===== src/rtl/reorder_buffer_pkg.sv =====
// Shared widths, sentinels, entry type encodings and the entry layout for the reorder buffer.
package reorder_buffer_pkg;

  localparam int unsigned ROB_WIDTH    = 4;
  localparam int unsigned ROB_SIZE     = 1 << ROB_WIDTH;
  localparam int unsigned EX_ROB_WIDTH = ROB_WIDTH + 1;
  localparam int unsigned EX_REG_WIDTH = 6;
  localparam int unsigned XLEN         = 32;
  localparam int unsigned CNT_WIDTH    = ROB_WIDTH + 1;

  localparam logic [EX_ROB_WIDTH-1:0] NON_DEP = EX_ROB_WIDTH'(ROB_SIZE);
  localparam logic [EX_REG_WIDTH-1:0] NON_REG = EX_REG_WIDTH'(32);

  typedef enum logic [1:0] {
    ROB_REG    = 2'd0,
    ROB_STORE  = 2'd1,
    ROB_BRANCH = 2'd2
  } rob_type_e;

  typedef struct packed {
    logic                    busy;
    logic                    ready;
    rob_type_e               kind;
    logic [EX_REG_WIDTH-1:0] rd;
    logic [XLEN-1:0]         value;
    logic                    pred_taken;
    logic                    taken;
    logic [XLEN-1:0]         alt_pc;
  } rob_entry_t;

endpackage


===== src/rtl/rob_ring_ctrl.sv =====
// Head/tail/count bookkeeping for the reorder buffer ring; a flush empties the ring.
module rob_ring_ctrl
  import reorder_buffer_pkg::*;
(
  input  logic                 clk_in,
  input  logic                 rst_in,
  input  logic                 rdy_in,
  input  logic                 alloc,
  input  logic                 pop,
  input  logic                 flush,
  output logic [ROB_WIDTH-1:0] head,
  output logic [ROB_WIDTH-1:0] tail,
  output logic                 full
);

  logic [CNT_WIDTH-1:0] count;

  assign full = (count == CNT_WIDTH'(ROB_SIZE));

  // Pointers wrap naturally at ROB_SIZE; count disambiguates full from empty.
  always_ff @(posedge clk_in or negedge rst_in) begin
    if (!rst_in) begin
      head  <= '0;
      tail  <= '0;
      count <= '0;
    end else if (rdy_in) begin
      if (flush) begin
        head  <= '0;
        tail  <= '0;
        count <= '0;
      end else begin
        if (alloc) tail <= tail + ROB_WIDTH'(1);
        if (pop)   head <= head + ROB_WIDTH'(1);
        case ({alloc, pop})
          2'b10:   count <= count + CNT_WIDTH'(1);
          2'b01:   count <= count - CNT_WIDTH'(1);
          default: count <= count;
        endcase
      end
    end
  end

endmodule


===== src/rtl/reorder_buffer.sv =====
// In-order commit stage: allocates on dispatch, captures CDB results, retires one entry per cycle
// and flushes everything on a branch mispredict detected at commit.
module reorder_buffer
  import reorder_buffer_pkg::*;
(
  input  logic                    clk_in,
  input  logic                    rst_in,
  input  logic                    rdy_in,
  input  logic                    DP2ROB_en,
  input  logic [1:0]              DP2ROB_type,
  input  logic [EX_REG_WIDTH-1:0] DP2ROB_rd,
  input  logic                    DP2ROB_pred_taken,
  input  logic [XLEN-1:0]         DP2ROB_alt_pc,
  input  logic [EX_ROB_WIDTH-1:0] DP2ROB_Qj,
  input  logic [EX_ROB_WIDTH-1:0] DP2ROB_Qk,
  output logic                    ROB2DP_full,
  output logic [EX_ROB_WIDTH-1:0] ROB2DP_index,
  output logic                    ROB2DP_Qj_ready,
  output logic                    ROB2DP_Qk_ready,
  output logic [XLEN-1:0]         ROB2DP_Vj,
  output logic [XLEN-1:0]         ROB2DP_Vk,
  input  logic                    CDB_en,
  input  logic [ROB_WIDTH-1:0]    CDB_ROB_index,
  input  logic [XLEN-1:0]         CDB_value,
  input  logic                    CDB_taken,
  output logic                    ROB2RF_en,
  output logic [ROB_WIDTH-1:0]    ROB2RF_ROB_index,
  output logic [EX_REG_WIDTH-1:0] ROB2RF_rd,
  output logic [XLEN-1:0]         ROB2RF_value,
  output logic                    ROB2RF_pre_judge,
  output logic                    ROB2LSB_commit_en,
  output logic [ROB_WIDTH-1:0]    ROB2LSB_ROB_index,
  output logic                    ROB2IF_jump_en,
  output logic [XLEN-1:0]         ROB2IF_pc
);

  rob_entry_t           entries [ROB_SIZE];
  rob_entry_t           head_e;
  logic [ROB_WIDTH-1:0] head;
  logic [ROB_WIDTH-1:0] tail;
  logic                 full;
  logic                 commit_c;
  logic                 mispredict_c;
  logic                 alloc_c;

  assign head_e       = entries[head];
  assign commit_c     = head_e.busy && head_e.ready;
  assign mispredict_c = commit_c && (head_e.kind == ROB_BRANCH) &&
                        (head_e.taken != head_e.pred_taken);
  assign alloc_c      = DP2ROB_en && !full && !mispredict_c;

  assign ROB2DP_full  = full;
  assign ROB2DP_index = {1'b0, tail};

  rob_ring_ctrl u_ring (
    .clk_in (clk_in),
    .rst_in (rst_in),
    .rdy_in (rdy_in),
    .alloc  (alloc_c),
    .pop    (commit_c),
    .flush  (mispredict_c),
    .head   (head),
    .tail   (tail),
    .full   (full)
  );

  // Operand lookup: the live CDB broadcast takes priority over the stored entry.
  function automatic logic [XLEN:0] query(input logic [EX_ROB_WIDTH-1:0] q);
    logic [ROB_WIDTH-1:0] idx;
    idx = q[ROB_WIDTH-1:0];
    if (q[ROB_WIDTH])                            query = '0;
    else if (CDB_en && (CDB_ROB_index == idx))   query = {1'b1, CDB_value};
    else                                         query = {entries[idx].ready, entries[idx].value};
  endfunction

  assign {ROB2DP_Qj_ready, ROB2DP_Vj} = query(DP2ROB_Qj);
  assign {ROB2DP_Qk_ready, ROB2DP_Vk} = query(DP2ROB_Qk);

  // Entry array; a mispredict drops any same-cycle allocation or writeback.
  always_ff @(posedge clk_in or negedge rst_in) begin
    if (!rst_in) begin
      for (int i = 0; i < ROB_SIZE; i++) entries[i] <= '0;
    end else if (rdy_in) begin
      if (mispredict_c) begin
        for (int i = 0; i < ROB_SIZE; i++) entries[i].busy <= 1'b0;
      end else begin
        if (CDB_en && entries[CDB_ROB_index].busy) begin
          entries[CDB_ROB_index].ready <= 1'b1;
          entries[CDB_ROB_index].value <= CDB_value;
          entries[CDB_ROB_index].taken <= CDB_taken;
        end
        if (alloc_c) begin
          entries[tail] <= '{busy: 1'b1, ready: 1'b0, kind: rob_type_e'(DP2ROB_type),
                             rd: DP2ROB_rd, value: '0, pred_taken: DP2ROB_pred_taken,
                             taken: 1'b0, alt_pc: DP2ROB_alt_pc};
        end
        if (commit_c) entries[head].busy <= 1'b0;
      end
    end
  end

  // Registered commit strobes; data fields hold between commits.
  always_ff @(posedge clk_in or negedge rst_in) begin
    if (!rst_in) begin
      ROB2RF_en         <= 1'b0;
      ROB2RF_ROB_index  <= '0;
      ROB2RF_rd         <= '0;
      ROB2RF_value      <= '0;
      ROB2RF_pre_judge  <= 1'b1;
      ROB2LSB_commit_en <= 1'b0;
      ROB2LSB_ROB_index <= '0;
      ROB2IF_jump_en    <= 1'b0;
      ROB2IF_pc         <= '0;
    end else if (rdy_in) begin
      ROB2RF_en         <= 1'b0;
      ROB2RF_pre_judge  <= 1'b1;
      ROB2LSB_commit_en <= 1'b0;
      ROB2IF_jump_en    <= 1'b0;
      if (commit_c) begin
        case (head_e.kind)
          ROB_REG: begin
            ROB2RF_en        <= 1'b1;
            ROB2RF_ROB_index <= head;
            ROB2RF_rd        <= head_e.rd;
            ROB2RF_value     <= head_e.value;
          end
          ROB_STORE: begin
            ROB2LSB_commit_en <= 1'b1;
            ROB2LSB_ROB_index <= head;
          end
          ROB_BRANCH: begin
            if (mispredict_c) begin
              ROB2RF_pre_judge <= 1'b0;
              ROB2IF_jump_en   <= 1'b1;
              ROB2IF_pc        <= head_e.alt_pc;
            end
          end
          default: ;
        endcase
      end
    end
  end

endmodule


===== config.mk =====
export PLATFORM = sky130hd
export DESIGN_NAME = reorder_buffer
export DESIGN_NICKNAME = d
export VERILOG_FILES = /design/src/rtl/reorder_buffer_pkg.sv /design/src/rtl/rob_ring_ctrl.sv /design/src/rtl/reorder_buffer.sv
export SDC_FILE = /design/constraint.sdc
export NUM_CORES = 2
export LEC_CHECK = 0
export ABC_AREA = 1
export CAP_MARGIN = 20
export CORE_MARGIN = 2
export CORE_UTILIZATION = 40
export DETAILED_ROUTE_END_ITERATION = 8
export PLACE_DENSITY_LB_ADDON = 0.3
export SYNTH_ARGS = -nofsm -noshare
export SYNTH_HDL_FRONTEND = slang
export SYNTH_SLANG_ARGS = --single-unit

===== constraint.sdc =====
create_clock -name clk_in -period 5.53 [get_ports clk_in]
set_clock_uncertainty 0.2 [all_clocks]
set_input_delay 0.553 -clock clk_in [delete_from_list [all_inputs] [get_ports clk_in]]
set_output_delay 0.553 -clock clk_in [all_outputs]
set_load 0.05 [all_outputs]

==> impl_results.md <==
- Htree depth: 4
- Starting Density: 0.403
- # DRC: 0
- Area of the multi-input gates: 31200 um2
- Crit Path Category: primary input to output pin
- GRT Util Overall: 0.306
- DR vias: 69414
- Post-CTS setup buffers: 0
- Synth Area in Adders: 0.00176
- Final setup fails: 0
- RD Place Congestion: 0.927
- Drt wl/cell: 24.4 um
- CP max stage delay: 0.81 ns
- Vias in the first global route: 64928
- Critical Path RT: 4.78 ns
- Xor and xnor fraction of the mapped netlist area: 0.000370
- Clock tree sinks: 1311
- Finished Cell Area: 79800 um2
- Mapped Cells: 9426
- Final hold violation count: 0
- ANT nets after route: 0
- Main synth FF type: dfrtp_1
- Worst-Skew Late Latency: 0.85 ns
- Mean post-synth cell area: 7.53 um2
- Slew Limit Fails: 0
- Clock Tree Buf Depth: 3
- Main combinational cell family by area after synthesis: compound AO/OA/AOI/OAI gates
- Design Power: 45.4 mW
- Worst hold path class: primary input to flop
- CP Capture Type: output pin
- Relative slew slack: 0.198
- Largest net degree at the start of global routing: 233
- RSZ-0062 raised after global routing: false
- Critical-path maximum fanout: 25
- Row cnt: 154
- Post-cts sizing count: 0
- Largest area contributor in the synthesized netlist: dfrtp_1
- First-pass GRT wire length: 421000 um
- Power density over the cells: 569 nW/um2
- Compound-gate portion of the synthesized area: 0.289
- Mapped Area: 71000 um2
- Share of the synthesized area in the top cell type: 0.462
- Cts bufs inserted: 148
- Ratio of cells with drive above 1 in the final layout: 0.0612
- Critical-path cell list: clkdlybuf4s50_1 -> inv_1 -> nand2_1 -> o21ai_0 -> nor4_1 -> inv_2 -> buf_4 -> nand3_1 -> o211ai_1 -> inv_1 -> clkdlybuf4s50_1
- Crit-path slowest cell: clkdlybuf4s50_1
- Mux share of post-synthesis cell area: 0
- Register Area: 32800 um2
- Post-synth cell types: 39
- Die width: 425 um
- CTS tree: yes
- Status: completed
- Max cap viols: 0
- Final #Nets: 9192
- Placed Area: 74700 um2
- F_max: 206 MHz
- Number of flops mapped to enable cells by yosys: 0
- Leakage: 36.2 nW
- Die H: 425 um
- Initial antenna violation count: 38
- Ys Warns: 0
- Largest cells by area after synthesis: dfrtp_1, o21ai_0, a21oi_1
- CP Launch Type: primary input
- Fin crit share: 0.876
- Final HPWL DP: 155000 um
- Initial DRC count: 9586
- Core footprint: 176000 um2
- Final wirelength: 282000 um
- Asr flop ratio synth: 1.00
- Tmin final: 4.84 ns
- Post-synthesis simple-gate area fraction: 0.145
- Worst-path clk slew: 0.06 ns
- I/O pin total: 247
- Post-Syn Nets: 9529
- Congestion Overflow GR: 0
- Hold buffer count at cts: 1
- Die Footprint: 181000 um2
- Sequential area share after synthesis: 0.462
- Slew at the pin closest to its max-slew limit: 1.20 ns
- CTS Root Cell: clkbuf_16
- Crit path DAT: 4.09 ns
- Fillcell total: 17407
- Worst vdd rail ir drop: 0.000447 V
- Layout area overhead: 12.4%
- Setup TNS: 0 ns
- Port bufs: 245
- Routed vias/inst: 6.00
- DRT Pass-1 Iters: 9
- Synthesized flop and latch total: 1311
==> cell type report <==
cell class | count | share of cell area
Timing Repair Buffer | 417 | 0.0528
Sequential cell | 1311 | 0.411
Clock inverter | 52 | 0.00916
Tap cell | 2340 | 0.0367
Clock buffer | 214 | 0.0534
Antenna cell | 24 | 0.000753
Multi-Input combinational cell | 6269 | 0.391
Inverter | 942 | 0.0449
==> critical path: cells and delay by family <==
family	cells	cell delay, ns
compound gates	2	0.33
simple gates	3	0.61
buf+inv	6	2.54
==> metrics by stage <==
stage | util | setup WS (ns) | std cells | hold slack [ns]
global route | 0.453 | 0.497 | 11564 | 0.197
detailed placement | 0.424 | 0.734 | 11278 | 0.261
global placement | 0.424 | 0.646 | 11278 | 0.255
floorplan | - | 1.91 | 9426 | 0.0574
finish | 0.453 | 0.687 | 11569 | 0.167
CTS | 0.453 | 0.734 | 11545 | 0.139
==> per-layer routing <==
| metal | track usage | routed length (um) |
|---|---|---|
| met1 | 0.381 | 106000 |
| met2 | 0.475 | 127000 |
| met3 | 0.0653 | 28900 |
| met4 | 0.207 | 20500 |
| met5 | 0 | 115 |
==> synth_stat cells (17+ instances only) <==
cell type,number
a211oi_1,447
a211oi_2,48
a21oi_1,1104
buf_1,106
buf_2,116
clkbuf_1,662
dfrtp_1,1310
inv_1,924
nand2_1,1082
nand3_1,538
nor2_1,793
nor3_1,32
nor4_1,17
o211ai_1,66
o21ai_0,1978
o21ai_1,64
o22ai_1,29
or2_2,17
==> path summary, 6_finish.rpt <==
path / cells past startpoint / endpoint / slack [ns] / start
max: 11 / ROB2DP_Vk[16] / 0.69 / CDB_ROB_index[1]
min: 3 / flop / 0.17 / DP2ROB_alt_pc[21]
max reg2reg: 16 / entries[1103]$_DFFE_PN0P_ / 0.80 / u_ring.head[0]$_DFFE_PN0P_
min reg2reg: 2 / ROB2RF_pre_judge$_DFFE_PN1P_ / 0.27 / ROB2RF_pre_judge$_DFFE_PN1P_
max in group asynchronous: 3 / async pin / 3.52 / rst_in
min in group asynchronous: 2 / entries[740]$_DFFE_PN0P_ / 0.22 / rst_in
==> cells in the final DEF, fill, tap and decap left out, drive strengths merged, types with 3 or more instances in the layout <==
cell type      synthesis  layout
a211oi               495     495
nand4                  7       7
clkinvlp               0       6
ha                    10      10
dfrtp               1310    1310
bufinv                 0       9
o211ai                66      66
or2                   17      17
a31oi                  6       6
nor2                 796     796
o21ai               2042    2042
xor2                   3       3
clkbuf               662     214
buf                  242     187
clkinv                 6      34
nor4                  17      17
a22o                   6       6
nand3                538     538
o22ai                 29      29
a21oi               1104    1104
diode                  0      24
inv                  936     945
nand2               1086    1086
nor3                  39      39
clkdlybuf4s50          0     229
==> power breakdown <==
part	switching, mW	internal, mW	total [mW]
Sequential	2.36	13.9	16.3
Combinational	12.7	6.18	18.9
Clock	4.39	5.84	10.2
==> cell families after synthesis <==
family	after synthesis
AO/OA/AOI/OAI	3755
XOR/XNOR	3
adder cells (fa/ha/maj)	10
buffers and inverters	1846
flip-flops	1311
other	1
AND/OR/NAND/NOR	2500
Power figures use the tool's default switching activity.
